File: src/rtl/gps_ack_multi.sv
// Multi-channel serial-search GPS C/A acquisition correlator: one shared G1/G2 pair,
// per-channel G2 phase taps, per-hypothesis |I|+|Q| with per-channel peak hold.
module gps_ack_multi #(
  parameter int          NCH       = 4,
  parameter int          SAMPLE_W  = 1,
  parameter int          ACC_W     = 16,
  parameter int          INT_LEN   = 4000,
  parameter int          PHASES    = 1023,
  parameter logic [31:0] CODE_STEP = 32'd1098437886
) (
  input  logic                 clk,
  input  logic                 rst,
  input  logic                 ack_start,
  input  logic                 adc_clk,
  input  logic [SAMPLE_W-1:0]  i_sample,
  input  logic [SAMPLE_W-1:0]  q_sample,
  input  logic [NCH*5-1:0]     sat,
  output logic                 busy,
  output logic                 int_active,
  output logic                 corr_complete,
  output logic [9:0]           code_phase,
  output logic [NCH*ACC_W-1:0] integrator,
  output logic [NCH*10-1:0]    peak_phase,
  output logic [NCH*ACC_W-1:0] peak_mag,
  output logic                 done
);

  localparam int CNT_W = $clog2(INT_LEN + 1);

  typedef enum logic [2:0] {IDLE, SLEW, ARM, INTEGRATE, DUMP, DONE} state_t;
  state_t state, state_n;

  logic [10:1]             g1, g2, g1_adv, g2_adv;
  logic [31:0]             nco;
  logic [32:0]             nco_sum;
  logic [9:0]              phase, slew_cnt;
  logic [CNT_W-1:0]        samp_cnt;
  logic [NCH*5-1:0]        sat_q;
  logic                    adc_prev, strobe, accept, last;
  logic signed [ACC_W-1:0] acc_i [NCH];
  logic signed [ACC_W-1:0] acc_q [NCH];
  logic signed [ACC_W-1:0] si, sq;
  logic [ACC_W-1:0]        mag [NCH];
  logic [NCH-1:0]          chip, en;

  // IS-GPS-200 G2 phase-selector taps; the 5-bit field reaches PRN 1..31, 0 disables.
  function automatic logic [7:0] tap_pair(input logic [4:0] prn);
    case (prn)
      5'd1:  return {4'd2, 4'd6};   5'd2:  return {4'd3, 4'd7};
      5'd3:  return {4'd4, 4'd8};   5'd4:  return {4'd5, 4'd9};
      5'd5:  return {4'd1, 4'd9};   5'd6:  return {4'd2, 4'd10};
      5'd7:  return {4'd1, 4'd8};   5'd8:  return {4'd2, 4'd9};
      5'd9:  return {4'd3, 4'd10};  5'd10: return {4'd2, 4'd3};
      5'd11: return {4'd3, 4'd4};   5'd12: return {4'd5, 4'd6};
      5'd13: return {4'd6, 4'd7};   5'd14: return {4'd7, 4'd8};
      5'd15: return {4'd8, 4'd9};   5'd16: return {4'd9, 4'd10};
      5'd17: return {4'd1, 4'd4};   5'd18: return {4'd2, 4'd5};
      5'd19: return {4'd3, 4'd6};   5'd20: return {4'd4, 4'd7};
      5'd21: return {4'd5, 4'd8};   5'd22: return {4'd6, 4'd9};
      5'd23: return {4'd1, 4'd3};   5'd24: return {4'd4, 4'd6};
      5'd25: return {4'd5, 4'd7};   5'd26: return {4'd6, 4'd8};
      5'd27: return {4'd7, 4'd9};   5'd28: return {4'd8, 4'd10};
      5'd29: return {4'd1, 4'd6};   5'd30: return {4'd2, 4'd7};
      5'd31: return {4'd3, 4'd8};
      default: return {4'd1, 4'd1};
    endcase
  endfunction

  function automatic logic signed [ACC_W-1:0] sample_val(input logic [SAMPLE_W-1:0] s);
    logic signed [ACC_W-1:0] v;
    if (SAMPLE_W == 1) v = s[0] ? ACC_W'(1) : {ACC_W{1'b1}};
    else               v = ACC_W'(signed'(s));
    return v;
  endfunction

  assign si      = sample_val(i_sample);
  assign sq      = sample_val(q_sample);
  assign g1_adv  = {g1[9:1], g1[3] ^ g1[10]};
  assign g2_adv  = {g2[9:1], g2[2] ^ g2[3] ^ g2[6] ^ g2[8] ^ g2[9] ^ g2[10]};
  assign nco_sum = {1'b0, nco} + {1'b0, CODE_STEP};
  assign strobe  = adc_clk & ~adc_prev;
  assign accept  = strobe && (state == ARM || state == INTEGRATE);
  assign last    = (samp_cnt == CNT_W'(INT_LEN - 1));

  always_comb begin
    logic [7:0] tp;
    tp   = '0;
    chip = '0;
    en   = '0;
    for (int c = 0; c < NCH; c++) begin
      tp      = tap_pair(sat_q[c*5 +: 5]);
      chip[c] = g1[10] ^ g2[tp[7:4]] ^ g2[tp[3:0]];
      en[c]   = |sat_q[c*5 +: 5];
    end
  end

  // |I|+|Q| clamped at all-ones; the most negative accumulator still fits unsigned.
  always_comb begin
    logic [ACC_W-1:0] ai, aq;
    logic [ACC_W:0]   s;
    ai = '0;
    aq = '0;
    s  = '0;
    for (int c = 0; c < NCH; c++) begin
      ai     = acc_i[c][ACC_W-1] ? unsigned'(-acc_i[c]) : unsigned'(acc_i[c]);
      aq     = acc_q[c][ACC_W-1] ? unsigned'(-acc_q[c]) : unsigned'(acc_q[c]);
      s      = {1'b0, ai} + {1'b0, aq};
      mag[c] = s[ACC_W] ? {ACC_W{1'b1}} : s[ACC_W-1:0];
    end
  end

  always_comb begin
    state_n = state;
    case (state)
      IDLE:      if (ack_start) state_n = SLEW;
      SLEW:      if (phase == 10'd0 || slew_cnt == phase - 10'd1) state_n = ARM;
      ARM:       if (accept) state_n = last ? DUMP : INTEGRATE;
      INTEGRATE: if (accept && last) state_n = DUMP;
      DUMP:      state_n = (phase == 10'(PHASES - 1)) ? DONE : SLEW;
      DONE:      state_n = IDLE;
      default:   state_n = IDLE;
    endcase
  end

  always_ff @(posedge clk) begin
    if (rst) begin
      state         <= IDLE;
      g1            <= '1;
      g2            <= '1;
      nco           <= '0;
      phase         <= '0;
      slew_cnt      <= '0;
      samp_cnt      <= '0;
      sat_q         <= '0;
      adc_prev      <= 1'b0;
      busy          <= 1'b0;
      int_active    <= 1'b0;
      corr_complete <= 1'b0;
      code_phase    <= '0;
      integrator    <= '0;
      peak_phase    <= '0;
      peak_mag      <= '0;
      done          <= 1'b0;
      for (int c = 0; c < NCH; c++) begin
        acc_i[c] <= '0;
        acc_q[c] <= '0;
      end
    end else begin
      state         <= state_n;
      adc_prev      <= adc_clk;
      corr_complete <= 1'b0;
      done          <= 1'b0;
      int_active    <= (state_n == INTEGRATE);
      case (state)
        IDLE: if (ack_start) begin
          sat_q      <= sat;
          phase      <= '0;
          busy       <= 1'b1;
          code_phase <= '0;
          integrator <= '0;
          peak_phase <= '0;
          peak_mag   <= '0;
          g1         <= '1;
          g2         <= '1;
          nco        <= '0;
          slew_cnt   <= '0;
          samp_cnt   <= '0;
          for (int c = 0; c < NCH; c++) begin
            acc_i[c] <= '0;
            acc_q[c] <= '0;
          end
        end
        SLEW: if (phase != 10'd0) begin
          g1       <= g1_adv;
          g2       <= g2_adv;
          slew_cnt <= slew_cnt + 10'd1;
        end
        ARM, INTEGRATE: if (accept) begin
          for (int c = 0; c < NCH; c++) begin
            acc_i[c] <= chip[c] ? acc_i[c] + si : acc_i[c] - si;
            acc_q[c] <= chip[c] ? acc_q[c] + sq : acc_q[c] - sq;
          end
          samp_cnt <= samp_cnt + CNT_W'(1);
          nco      <= nco_sum[31:0];
          if (nco_sum[32]) begin
            g1 <= g1_adv;
            g2 <= g2_adv;
          end
        end
        DUMP: begin
          corr_complete <= 1'b1;
          code_phase    <= phase;
          for (int c = 0; c < NCH; c++) begin
            if (en[c]) begin
              integrator[c*ACC_W +: ACC_W] <= mag[c];
              if (mag[c] > peak_mag[c*ACC_W +: ACC_W]) begin
                peak_mag[c*ACC_W +: ACC_W] <= mag[c];
                peak_phase[c*10 +: 10]     <= phase;
              end
            end else begin
              integrator[c*ACC_W +: ACC_W] <= '0;
              peak_mag[c*ACC_W +: ACC_W]   <= '0;
              peak_phase[c*10 +: 10]       <= '0;
            end
            acc_i[c] <= '0;
            acc_q[c] <= '0;
          end
          // Prepare the next slew from the code epoch.
          samp_cnt <= '0;
          g1       <= '1;
          g2       <= '1;
          nco      <= '0;
          slew_cnt <= '0;
          phase    <= phase + 10'd1;
        end
        DONE: begin
          done <= 1'b1;
          busy <= 1'b0;
        end
        default: ;
      endcase
    end
  end

endmodule

File: config.mk
export PLATFORM = sky130hd
export DESIGN_NAME = gps_ack_multi
export DESIGN_NICKNAME = d
export VERILOG_FILES = /design/src/rtl/gps_ack_multi.sv
export SDC_FILE = /design/constraint.sdc
export NUM_CORES = 2
export LEC_CHECK = 0
export CORE_ASPECT_RATIO = 0.7
export CORE_UTILIZATION = 42
export CTS_CLUSTER_SIZE = 24
export DETAILED_ROUTE_END_ITERATION = 8
export SETUP_SLACK_MARGIN = 0.3
export SLEW_MARGIN = 20
export SYNTH_ARGS = -nofsm -noshare
export SYNTH_HDL_FRONTEND = slang
export SYNTH_SLANG_ARGS = --single-unit
File: constraint.sdc
create_clock -name clk -period 10.5 [get_ports clk]
set_clock_uncertainty 0.05 [all_clocks]
set_input_delay 1.575 -clock clk [delete_from_list [all_inputs] [get_ports clk]]
set_output_delay 1.575 -clock clk [all_outputs]
set_load 0.005 [all_outputs]
Word-level counts from Yosys, hierarchy flattened
Memories as Yosys holds them, arrays and structs flattened. A register that Yosys moved wholly into a read port is not among the register bits.
Cells that the tools add are included.
{ "op_classes": {"n_reduce_logical": 27, "order_cmp": 12, "n_addsub": 33, "n_mux": 138, "n_bitwise": 40, "eq_ne": 17} }
{ "ops": {"columns": ["cell", "n"], "rows": [
  ["$mux W16", 58],
  ["$pmux W64 S2", 2],
  ["$mux W10", 17],
  ["$add A16 B16 Y16", 8],
  ["$neg A16 Y16", 8],
  ["$sub A16 B16 Y16", 8],
  ["$pmux W32 S3", 1],
  ["$pmux W10 S4", 2],
  ["$pmux W40 S2", 1],
  ["$add A16 B16 Y17", 4],
  ["$gt A16 B16 Y1", 4],
  ["$mux W32", 2],
  ["$mux W64", 1],
  ["$lt A4 B5 Y1 const B", 8],
  ["$mux W40", 1],
  ["$mux W5", 8],
  ["$pmux W10 S2", 2],
  ["$pmux W12 S3", 1],
  ["$add A32 B31 Y33 const B", 1],
  ["$bmux W1 S4", 8],
  ["$pmux W10 S3", 1],
  ["$mux W12", 2],
  ["$or A1 B1 Y1", 24],
  ["$mux W1", 23],
  ["30 further kinds", 72]
]} }
{ "totals": {"inputBits": 26, "n_memories": 6, "ram_bits": 128, "register_bits": 290, "output_inout_bits": 182, "romBits": 1024} }
{ "memory_table": {"columns": ["name", "depth", "width", "rd", "rd_ports_with_merged_regs", "wr", "line", "rtl"], "rows": [
  ["(no name shown)", 32, 8, 1, 1, 0, "48", "case (prn)"],
  ["(no name shown)", 32, 8, 1, 1, 0, "48", null],
  ["(no name shown)", 32, 8, 1, 1, 0, "48", null],
  ["(no name shown)", 32, 8, 1, 1, 0, "48", null],
  ["acc_i", 4, 16, 4, 0, 4, "40", "logic signed [ACC_W-1:0] acc_i [NCH];"],
  ["acc_q", 4, 16, 4, 0, 4, "41", "logic signed [ACC_W-1:0] acc_q [NCH];"]
]} }

Longest topological paths before layout
{ "logic_depth": {"depth_word": 9, "mapped_depth": 28, "ltp_nobuf": 26} }

Worst setup path after synthesis
OpenSTA, ideal clock, no wires.
{ "synth_path": {"path_type": "flip-flop to flip-flop", "from": "memory acc_i[3][4]", "to": "register peak_mag[55]", "setup_slack_ps": 5053, "period_less_slack_ps": 5447, "arrival_ps": 5337, "stages_incl_launch_ff": 28, "path_buffers": 2, "required_ps": 10390, "cell_sequence": "edfxtp_1 > nor4_1 > nand2b_1 > nor2_1 > nand2_1 > nand2_1 > xnor2_1 > ha_1 > a21o_1 > a21o_1 > a21oi_1 > inv_1 > o21ai_0 > a21oi_1 > a31oi_1 > clkbuf_1 > nand2_1 > ha_1 > nor2b_1 > o21a_1 > o21a_1 > o21bai_1 > a2111oi_0 > o311ai_0 > a21oi_1 > nor2_1 > clkbuf_1 > a22o_1"} }
{ "synth_lines": {"columns": ["item", "line", "rtl"], "rows": [
  ["start, declared", "40", null],
  ["end signal, assigned by index", "197", "peak_mag[c*ACC_W +: ACC_W] <= mag[c];"],
  ["end, declared", "24", "output logic [NCH*ACC_W-1:0] peak_mag,"]
]} }

==> summary.md <==
| Metric | Value |
|---|---|
| Routed len/inst | 17.0 µm |
| Post-CTS setup buffer count | 0 |
| Seq/Total Area, Yosys | 30.9% |
| Routed WL | around 82000 µm |
| Pwr Density | roughly 240 nW/µm² |
| I/O pins | ~210 |
| Drt drc | 0 |
| Critical path class | reg -> reg |
| Yosys top cell area share | approximately 28% |
| FF/Latch Area | around 9300 µm² |
| Clk_lat worst skew | 0.63 ns |
| Reg2Reg Depth | 23 |
| DRT Pass-1 Iters | 5 |
| First-pass GRT wire length | around 130000 µm |
| ANT nets after route | 0 |
| Hold WS | slightly above 0.4 ns |
| TNS Setup | 0 ns |
| P_sw | around 3.5 mW |
| Int Pwr | about 4.8 mW |
| Tot GR Track Use | about 22% |
| Filler cell count in the final layout | ~6800 |
| Fin crit period | 6.55 ns |
| Slew Viols, Final | 0 |
| Slew @ Worst Pin | ~1.2 ns |
| Core area | approximately 70000 µm² |
| Seq pwr share | between 20% and 30% |
| Rel. slew slack | a little under a quarter |
| Root Driver | clkbuf_16 |
| Worst setup startpoint | acc_i[0][0] |
| FMAX | 0.153 GHz |
| Hold_buf cts | 0 |
| DP HPWL | between 50000 and 60000 µm |
| Vias in the first global route | about 24000 |
| Status | finished clean |
| Row count | 81 |
| Global placement routability congestion | a little under 0.9 |
| Hold WC Path Type | reg -> reg |
| Final Hold Fails | 0 |
| Vias | 26300 |
| Sw Share | between 40% and 50% |
| Cell Area, Placed | roughly 33000 µm² |
| Most frequent cell after synthesis | dfxtp_1 |
| Critical path fanouts, max | 23 |
| Number of CTS-inserted buffers | 50 |
| Commonest cells in the netlist | dfxtp_1 (417), nand2_1 (401), nor2_1 (319), ha_1 (282), a21oi_1 (254) |
| Reg-to-Reg End | peak_mag[14] |
| Layout cells sized above 1 | 4.60% |
| Die X-Extent | approximately 320 µm |
| Starting Density | between 40% and 50% |
| Post-Syn Area per Cell | just over 8 µm² |
| EDFF count, synth | 32 |
| Final Instance Area | roughly 35000 µm² |
| DR vias/cell | around 5.5 |
| Reg2reg start | acc_i[0][0] |
| Post-synth ARST share | 0% |
| Combinational Power Share | between 50% and 60% |
| Initial antenna violation count | 4 |
| H-tree levels | 2 |
| Synthesized area | a little over 30000 µm² |
| Synth warn | 0 |
| Number of port buffers | a little over 200 |
| Synthesized instance count | about 3700 |
| Die area | about 73000 µm² |
| Clock Power Share | 22.1% |
| CP endpoint kind | register |
| Nets | approximately 4100 |
| RSZ-0062 raised after global routing | no |
| Worst vdd ir | approximately 0.16 mV |
| Max Buffers Root-to-Sink | 3 |
| CP required | 11.00 ns |
| # Max-Cap Violations | 0 |
| CP endpoint | peak_mag[14] |
| Largest cells by area after synthesis | dfxtp_1 (28%), ha_1 (12%), xnor2_1 (6.6%) |
| Largest net degree at the start of global routing | 82 |
| Crit path DAT | approximately 7.1 ns |
| Yosys reg bits | roughly 450 |
| Multi-input logic area | between 15000 and 20000 µm² |
| Fin crit share | approximately 62% |
| Cell taking the most area after synthesis | dfxtp_1 |
| Leakage power | ~14 nW |
| Die Y | between 200 and 250 µm |
| Clk sinks | between 400 and 500 |
| Reg clk slew, reported paths | roughly 0.060 ns |
| Area delta synth->final | 15.4% |
| CTS tree | done |
| Initial drt markers | between 1500 and 2000 |
| Yosys cell types | 80 |
| Total grt overflow | 0 |
| Syn_nets | around 4000 |
| Critical path launch point type | register |
| R2r setup slk | a little under 4 ns |
| CTS resizes | 0 |
| Final Setup Violations | 0 |
| Synth Flop Type | dfxtp_1 |
worst min path at each step:
stage,from,endpoint,depth (start not counted)
after global placement,integrator[4],integrator[4],2
after detailed placement,integrator[12],integrator[12],2
after floorplan,nco[22],nco[22],2
after CTS,peak_phase[4],peak_phase[4],2
after global routing,peak_phase[10],peak_phase[10],2
final,code_phase[4],code_phase[4],2
worst max-delay path: stages, from the launching register on:
cell and delay (ns):
dfxtp_1 0.50, inv_1 0.15, ha_1 0.30, nand2_1 0.04, o21ai_0 0.15, inv_1 0.11
fa_1 0.45, nor2b_1 0.15, o21ai_0 0.12, a21boi_0 0.37, o21ai_0 0.22, o211ai_1 0.26
nand3_1 0.15, o21ai_1 0.52, nor2_1 0.16, inv_1 0.09, ha_1 0.23, a21oi_1 0.16
nor2b_1 0.06, o21ai_0 0.25, o211ai_1 0.15, o21ai_2 0.85, nor2b_2 0.76, a22o_1 0.24
area by class of cell:
class	count	area share (%)
Antenna cell	2	0.0144
Clock buffer	72	4.12
Clock inverter	20	0.708
Inverter	181	1.95
Multi-Input combinational cell	2883	56.3
Sequential cell	449	26.7
Tap cell	954	3.43
Timing Repair Buffer	244	6.74
layer usage:
metal	share of wire [%]	GRT usage, %	wire [µm]
met2	42	32.8	34200
met1	52	33.3	42600
met4	1.3	4.38	1060
met3	4.8	2.91	3920
met5	0.013	0	11
power by group through the flow:
stage               registers (mW)  logic, mW  clock network, mW
detailed placement            2.11       4.35                  0
CTS                           2.08       4.38               1.88
global route                  2.10       4.96               1.96
floorplan                     2.03       3.48                  0
global placement              2.11       4.35                  0
finish                        2.08       4.40               1.84
flip-flops by register name, indices dropped and copies added (netlist names), 10 cells and up, named ones only:
signal and cells:
integrator 64, acc_q 64, code_phase 10, g2 10, g1 10, peak_phase 40, samp_cnt 12, peak_mag 64
slew_cnt 10, phase 10, nco 31, acc_i 64, sat_q 20
kinds of logic after synthesis:
logic type                 Yosys count  share of synthesized area [%]
xor gates and xnor gates           317                           9.20
AOI/OAI and AO/OA                  978                           21.1
adders and majority gates          297                           12.6
DFF                                449                           30.9
buffers and inverters              336                           4.51
and+or+nand+nor                   1235                           19.4
muxes                               56                           2.37
stage by stage:
step | std cells | util (%) | total power [mW] | setup slack, ns
2_1_floorplan | 3668 | - | 5.51 | 5.05
3_3_place_gp | 4711 | 47.0 | 6.46 | 3.81
3_5_place_dp | 4711 | 47.0 | 6.47 | 3.66
4_1_cts | 4803 | 49.4 | 8.34 | 3.65
5_1_grt | 4804 | 49.4 | 9.02 | 3.30
6_report | 4805 | 49.4 | 8.32 | 3.95
cell usage in the layout (no fill, tap or decap), types with 86 or more instances in the layout:
| master | instances |
|---|---|
| inv_1 | 176 |
| a22o_1 | 107 |
| ha_1 | 282 |
| nand3_1 | 86 |
| o21ai_0 | 239 |
| nand2_1 | 400 |
| nor3_1 | 98 |
| nor2_1 | 314 |
| a21oi_1 | 252 |
| xor2_1 | 90 |
| xnor2_1 | 227 |
| clkdlybuf4s50_1 | 206 |
| dfxtp_1 | 417 |
(Power assumes the default switching activity.)
